## config.mk

```make
export PLATFORM = sky130hd
export DESIGN_NAME = sensor_scan_scheduler
export DESIGN_NICKNAME = d
export VERILOG_FILES = /design/src/rtl/sensor_scan_scheduler.sv
export SDC_FILE = /design/constraint.sdc
export NUM_CORES = 1
export LEC_CHECK = 0
export ABC_CLOCK_PERIOD_IN_PS = 4100
export CORE_ASPECT_RATIO = 1.2
export CORE_MARGIN = 3
export CORE_UTILIZATION = 54
export DETAILED_ROUTE_END_ITERATION = 7
export GPL_TIMING_DRIVEN = 0
export PLACE_DENSITY = 0.86
export SLEW_MARGIN = 0
export SYNTH_ARGS = -nofsm -noshare
export SYNTH_HDL_FRONTEND = slang
export SYNTH_SLANG_ARGS = --single-unit
```

## constraint.sdc

```tcl
create_clock -name clk -period 4.1 [get_ports clk]
set_input_delay 0.82 -clock clk [delete_from_list [all_inputs] [get_ports clk]]
set_output_delay 0.82 -clock clk [all_outputs]
set_load 0.02 [all_outputs]
```

## src/rtl/sensor_scan_scheduler.sv

```systemverilog
// Periodic four-sensor I2C scan: issues one read per sensor with retry/timeout,
// latches each 16-bit reading and emits a coherent feature vector with a one-cycle valid.
module sensor_scan_scheduler #(
    parameter int unsigned POLL_INTERVAL = 1000,
    parameter int unsigned TIMEOUT       = 4096,
    parameter int unsigned MAX_RETRY     = 2,
    parameter logic [6:0]  ADDR0         = 7'h44,
    parameter logic [6:0]  ADDR1         = 7'h5A,
    parameter logic [6:0]  ADDR2         = 7'h5C,
    parameter logic [6:0]  ADDR3         = 7'h23
) (
    input  logic        clk,
    input  logic        rst,
    output logic        cmd_valid,
    output logic [6:0]  cmd_addr,
    input  logic        cmd_ready,
    input  logic        rsp_valid,
    input  logic        rsp_nack,
    input  logic [15:0] rsp_data,
    output logic [63:0] features,
    output logic        feat_valid,
    output logic [3:0]  sensor_err,
    output logic        busy
);

    localparam int IVL_W = (POLL_INTERVAL > 1) ? $clog2(POLL_INTERVAL) : 1;
    localparam int TO_W  = (TIMEOUT > 1) ? $clog2(TIMEOUT) : 1;
    localparam logic [IVL_W-1:0] IVL_LAST = IVL_W'(POLL_INTERVAL - 1);
    localparam logic [TO_W-1:0]  TO_LAST  = TO_W'(TIMEOUT - 1);
    localparam logic [2:0]       MAX_R    = 3'(MAX_RETRY);

    typedef enum logic [1:0] {IDLE, ISSUE, WAIT_RSP, DONE} state_t;

    state_t           state_q, state_d;
    logic [IVL_W-1:0] ivl_q, ivl_d;
    logic [TO_W-1:0]  to_q, to_d;
    logic [1:0]       idx_q, idx_d;
    logic [2:0]       retry_q, retry_d;
    logic [63:0]      feat_q, feat_d;
    logic [3:0]       err_q, err_d;
    logic             cmd_valid_q, cmd_valid_d;
    logic [6:0]       cmd_addr_q, cmd_addr_d;
    logic             feat_valid_q, feat_valid_d;
    logic             busy_q, busy_d;
    logic             fail, adv;

    function automatic logic [6:0] addr_of(input logic [1:0] i);
        case (i)
            2'd0:    addr_of = ADDR0;
            2'd1:    addr_of = ADDR1;
            2'd2:    addr_of = ADDR2;
            default: addr_of = ADDR3;
        endcase
    endfunction

    always_comb begin
        state_d = state_q;
        ivl_d   = ivl_q;
        to_d    = to_q;
        idx_d   = idx_q;
        retry_d = retry_q;
        feat_d  = feat_q;
        err_d   = err_q;
        fail    = 1'b0;
        adv     = 1'b0;
        case (state_q)
            IDLE: begin
                if (ivl_q == IVL_LAST) begin
                    state_d = ISSUE;
                    ivl_d   = '0;
                    idx_d   = 2'd0;
                    retry_d = 3'd0;
                end else begin
                    ivl_d = ivl_q + IVL_W'(1);
                end
            end
            ISSUE: begin
                if (cmd_valid_q && cmd_ready) begin
                    state_d = WAIT_RSP;
                    to_d    = '0;
                end
            end
            WAIT_RSP: begin
                to_d = to_q + TO_W'(1);
                // A response arriving on the timeout cycle still takes precedence.
                if (rsp_valid) begin
                    if (!rsp_nack) begin
                        feat_d[{idx_q, 4'b0000} +: 16] = rsp_data;
                        err_d[idx_q] = 1'b0;
                        adv = 1'b1;
                    end else begin
                        fail = 1'b1;
                    end
                end else if (to_q == TO_LAST) begin
                    fail = 1'b1;
                end
                if (fail) begin
                    if (retry_q < MAX_R) begin
                        retry_d = retry_q + 3'd1;
                        state_d = ISSUE;
                    end else begin
                        err_d[idx_q] = 1'b1;
                        adv = 1'b1;
                    end
                end
                if (adv) begin
                    if (idx_q == 2'd3) begin
                        state_d = DONE;
                    end else begin
                        idx_d   = idx_q + 2'd1;
                        retry_d = 3'd0;
                        state_d = ISSUE;
                    end
                end
            end
            DONE: begin
                state_d = IDLE;
                ivl_d   = '0;
                idx_d   = 2'd0;
            end
            default: state_d = IDLE;
        endcase
        // Outputs are derived from the next state so they are registered, not decoded.
        cmd_valid_d  = (state_d == ISSUE);
        cmd_addr_d   = addr_of(idx_d);
        feat_valid_d = (state_d == DONE);
        busy_d       = (state_d != IDLE);
    end

    always_ff @(posedge clk) begin
        if (rst) begin
            state_q      <= IDLE;
            ivl_q        <= '0;
            to_q         <= '0;
            idx_q        <= 2'd0;
            retry_q      <= 3'd0;
            feat_q       <= '0;
            err_q        <= '0;
            cmd_valid_q  <= 1'b0;
            cmd_addr_q   <= ADDR0;
            feat_valid_q <= 1'b0;
            busy_q       <= 1'b0;
        end else begin
            state_q      <= state_d;
            ivl_q        <= ivl_d;
            to_q         <= to_d;
            idx_q        <= idx_d;
            retry_q      <= retry_d;
            feat_q       <= feat_d;
            err_q        <= err_d;
            cmd_valid_q  <= cmd_valid_d;
            cmd_addr_q   <= cmd_addr_d;
            feat_valid_q <= feat_valid_d;
            busy_q       <= busy_d;
        end
    end

    assign cmd_valid  = cmd_valid_q;
    assign cmd_addr   = cmd_addr_q;
    assign features   = feat_q;
    assign feat_valid = feat_valid_q;
    assign sensor_err = err_q;
    assign busy       = busy_q;

endmodule

```

==> impl_metrics.csv <==
group,metric,value,unit
worst_setup_path,critical_path.reg2reg.startpoint,"idx_q[0]",
layout,multiInputGateArea,0.002171,mm²
global_route,grt_pass1_wl,19500,µm
synth,mappedNetlistArea,0.004446,mm²
synth,synth.ff_latch_count,104,
worst_setup_path,crit_family,"buffers and inverters",
cts,insertion_delay_to_the_later_sink_of_the_worst_skew_pair,0.37,ns
detailed_routing,met3WireLength,994,µm
synth,synth-async-reset-ratio,0,%
pwr,power_density,296.1,mW/mm²
worst_hold_path,timing.hold.worst.class,"register to register",
layout,fillers,592,
pwr,comb_power_share,3.9,%
sta,timing.final.hold_violations,0,
sta,worst-slew-pin-transition,0.6675,ns
synth,synth_area_leaders,"sky130_fd_sc_hd__dfxtp_1 47%, sky130_fd_sc_hd__a21oi_1 8.2%, sky130_fd_sc_hd__nand3_1 7.5%",
layout,syn_to_final_growth,28.88,%
layout,register_cell_area_after_layout,0.002082,mm²
placed_design,placedCellCount,714,
synth,netlist.top_cell.by_area,"sky130_fd_sc_hd__dfxtp_1",
synth,syn-instance-count,524,
layout,layout.nets,670,
floorplan,io-pin-count,99,
worst_setup_path,worst_path_largest_cell_delay,0.61,ns
worst_setup_path,timing.critical_path.to_type,"output pin",
pwr,power_report.internal_total,1.285,mW
cts,ctsRootBufferMaster,"sky130_fd_sc_hd__clkbuf_8",
global_route,gr-usage-all-layers,26.26,%
global_route,grt_remaining_overflow,0,
pwr,power.leakage,1.988,nW
detailed_routing,drcViolationCount,0,
synth,number_of_flops_mapped_to_enable_cells_by_yosys,0,
floorplan,die-height,105.4,µm
pwr,seq_power_share,59.8,%
worst_hold_path,min_delay_worst_endpoint,"features[15]",
global_route,grt_start_max_net_pins,19,
synth,synth_commonest_cells,"104 x sky130_fd_sc_hd__dfxtp_1, 89 x sky130_fd_sc_hd__nand2_1, 73 x sky130_fd_sc_hd__a21oi_1",
layout,layout.core_utilization,73.09,%
placed_design,dpl-instance-area,0.005542,mm²
synth,syn-num-nets,561,
pwr,ir_drop,0.0002102,V
cts,clock_sinks,104,
cts,clk_path_buf_depth,2,
worst_setup_path,worst_ep_required_time,3.28,ns
outcome,outcome,"finished, final reports clean",
detailed_routing,via_count,4214,
pwr,power.share.switching,24.26,%
sta,post_route_fraction_of_the_period_consumed_by_the_critical_path,63.16,%
floorplan,die_w,88.83,µm
worst_setup_path,crit_fanout,10,
detailed_routing,finalWirelength,11970,µm
pwr,p_clk_share,36.3,%
synth,synthesis.yosys.warnings,0,
pwr,power.switching,411.6,µW
worst_setup_path,crit_path_cell_trace,"buf_4, clkdlybuf4s50_1",
sta,fin_ws,1.510,ns
floorplan,core_region_area,0.007839,mm²
cts,cts_hold_buf,0,
layout,final_cell_area,0.005729,mm²
detailed_routing,route.top_layer_used,"met4",
worst_setup_path,ws_path_type,"register to output pin",
sta,finalClockSkew,0.008777,ns
floorplan,die-area,0.009361,mm²
sta,number_of_slew_limit_violations_in_the_final_report,0,
synth,synthMostInstantiatedCell,"sky130_fd_sc_hd__dfxtp_1",
flow_run,max_cap_viol_count,0,
detailed_routing,sum_of_routed_wire_segments_on_met1,4567,µm
worst_hold_path,hold_start,"features[15]",
worst_setup_path,worstRegToRegCells,6,
synth,register_area_share_after_synthesis,46.83,%
cts,cts_post_setup_buffers_inserted,0,
sta,setup_tns,0,ns
worst_setup_path,rrSetupSlack,1.66,ns
floorplan,placement_rows,35,
worst_setup_path,timing.critical_path.arrival,1.77,ns
placed_design,detailed_place_hpwl,8739,µm
layout,fin_cells,730,
sta,grt_setup_unrepaired,"no",
synth,synthDistinctLibCells,52,
sta,timing.max_slew.rel_slack,55.23,%
synth,synth_top_cell_area_share,46.83,%
detailed_routing,met2WireLength,6101,µm
cts,tritoncts.num_buffers,9,
placed_design,weighted_congestion_reported_at_the_end_of_routability_driven_placement,0.8314,
layout,layout-drive-gt1-share,6.740,%
cts,clkTransAtPathRegs,0.10,ns
sta,maxClockFrequency,386.1,MHz
synth,synth-main-ff-cell,"sky130_fd_sc_hd__dfxtp_1",
global_route,antenna_found_initial,0,
detailed_routing,router_iterations_before_antenna_repair,6,
cts,ctsHtreeMaxLevel,3,
cts,cts.repair.resized,0,
cts,clock_tree_from_tritoncts,"built",
sta,timing.final.crit_period,2.590,ns
detailed_routing,drt_first_iter_violations,210,
sta,timing.final.setup_violations,0,
detailed_routing,drt-wirelength-per-cell,16.39,µm
detailed_routing,avgViaCountPerCell,5.773,
worst_setup_path,worst_setup_path_start_kind,"register",
placed_design,numPortBuffers,98,
worst_setup_path,cp_num_buf_inv,2,
detailed_routing,drt.antenna.violating_nets,0,
worst_setup_path,timing.rr.end,"features[55]",
global_route,grt_pass1_vias,4213,
placed_design,detailedPlace.worstSlack,1.321,ns
layout,antenna_cells,0,
worst_setup_path,critical_path.slowest_cell,"sky130_fd_sc_hd__dfxtp_1",
synth,syn_area_per_cell,8.484,µm²
worst_hold_path,whs_path_depth,2,
floorplan,initial_standard_cell_utilization_of_the_core,56.71,%
[cell type report]
type	instances	area share, %
flip-flops and latches	104	36.34
well taps	92	2.009
clock buffers	10	2.402
plain buffers	34	2.774
inverters	9	0.5896
multi-input cells	377	37.89
repair buffers	98	17.12
clock inverters	6	0.8736
[cell usage in the layout (no fill, tap or decap), types with 7 or more instances in the layout]
cell	Yosys	final
sky130_fd_sc_hd__dfxtp_1	104	104
sky130_fd_sc_hd__clkdlybuf4s50_1	0	98
sky130_fd_sc_hd__nand2_1	89	89
sky130_fd_sc_hd__a21oi_1	73	73
sky130_fd_sc_hd__nand3_1	67	67
sky130_fd_sc_hd__nor2_1	37	37
sky130_fd_sc_hd__clkbuf_1	21	21
sky130_fd_sc_hd__ha_1	16	16
sky130_fd_sc_hd__clkbuf_8	0	10
sky130_fd_sc_hd__xor2_1	9	9
sky130_fd_sc_hd__xnor2_1	9	9
sky130_fd_sc_hd__inv_1	8	8
sky130_fd_sc_hd__buf_2	7	7
[registers in the layout, summed over array words and instances (netlist names)]
register / flops
features: 64
to_q: 12
feat_valid: 1
cmd_addr: 4
state_q: 2
sensor_err: 4
cmd_valid: 1
idx_q: 2
ivl_q: 10
retry_q: 3
busy: 1
[how the worst max path moves through the flow]
stage                   start           end  slack [ns]  cells past startpoint
finish               idx_q[0]   cmd_addr[1]        1.51                      2
global route         idx_q[0]   cmd_addr[1]        1.45                      2
CTS                  idx_q[0]   cmd_addr[1]        1.50                      2
detailed placement  rsp_valid  features[55]        1.32                      8
global placement     rsp_nack   cmd_addr[4]        1.40                      8
floorplan            rsp_nack   cmd_addr[4]        2.00                      7
[power groups by stage]
stage	Clock (mW)	Combinational, mW	Sequential [mW]
3_5_place_dp	0	0.0647	1.04
5_1_grt	0.661	0.0703	1.02
2_1_floorplan	0	0.0246	1.04
3_3_place_gp	0	0.0631	1.04
4_1_cts	0.621	0.0651	1.02
6_report	0.615	0.0660	1.02
[per-layer routing]
metal,GRT usage (%),up-vias
met5,0,-
met4,11.45,0
met3,7.193,31
met2,45.65,167
met1,29.19,1996
li1,-,2020
[cell families after synthesis]
group | share of synthesized area [%]
buffers and inverters | 4.334
AO/OA/AOI/OAI | 14.55
AND/OR/NAND/NOR | 26.23
flip-flops | 46.83
adder cells (fa/ha/maj) | 4.503
XOR/XNOR | 3.546
[stage by stage]
step           hold WS (ns)  power [mW]
6_report             0.4570       1.697
5_1_grt              0.4774       1.747
4_1_cts              0.4597       1.701
3_5_place_dp         0.4444       1.103
3_3_place_gp         0.4377       1.101
2_1_floorplan        0.4544       1.062
[worst min-delay path, stage by stage (launching register included)]
cell,delay (ns)
sky130_fd_sc_hd__dfxtp_1,0.32
sky130_fd_sc_hd__nand2_1,0.05
sky130_fd_sc_hd__a21oi_1,0.05
(Power assumes the default switching activity.)
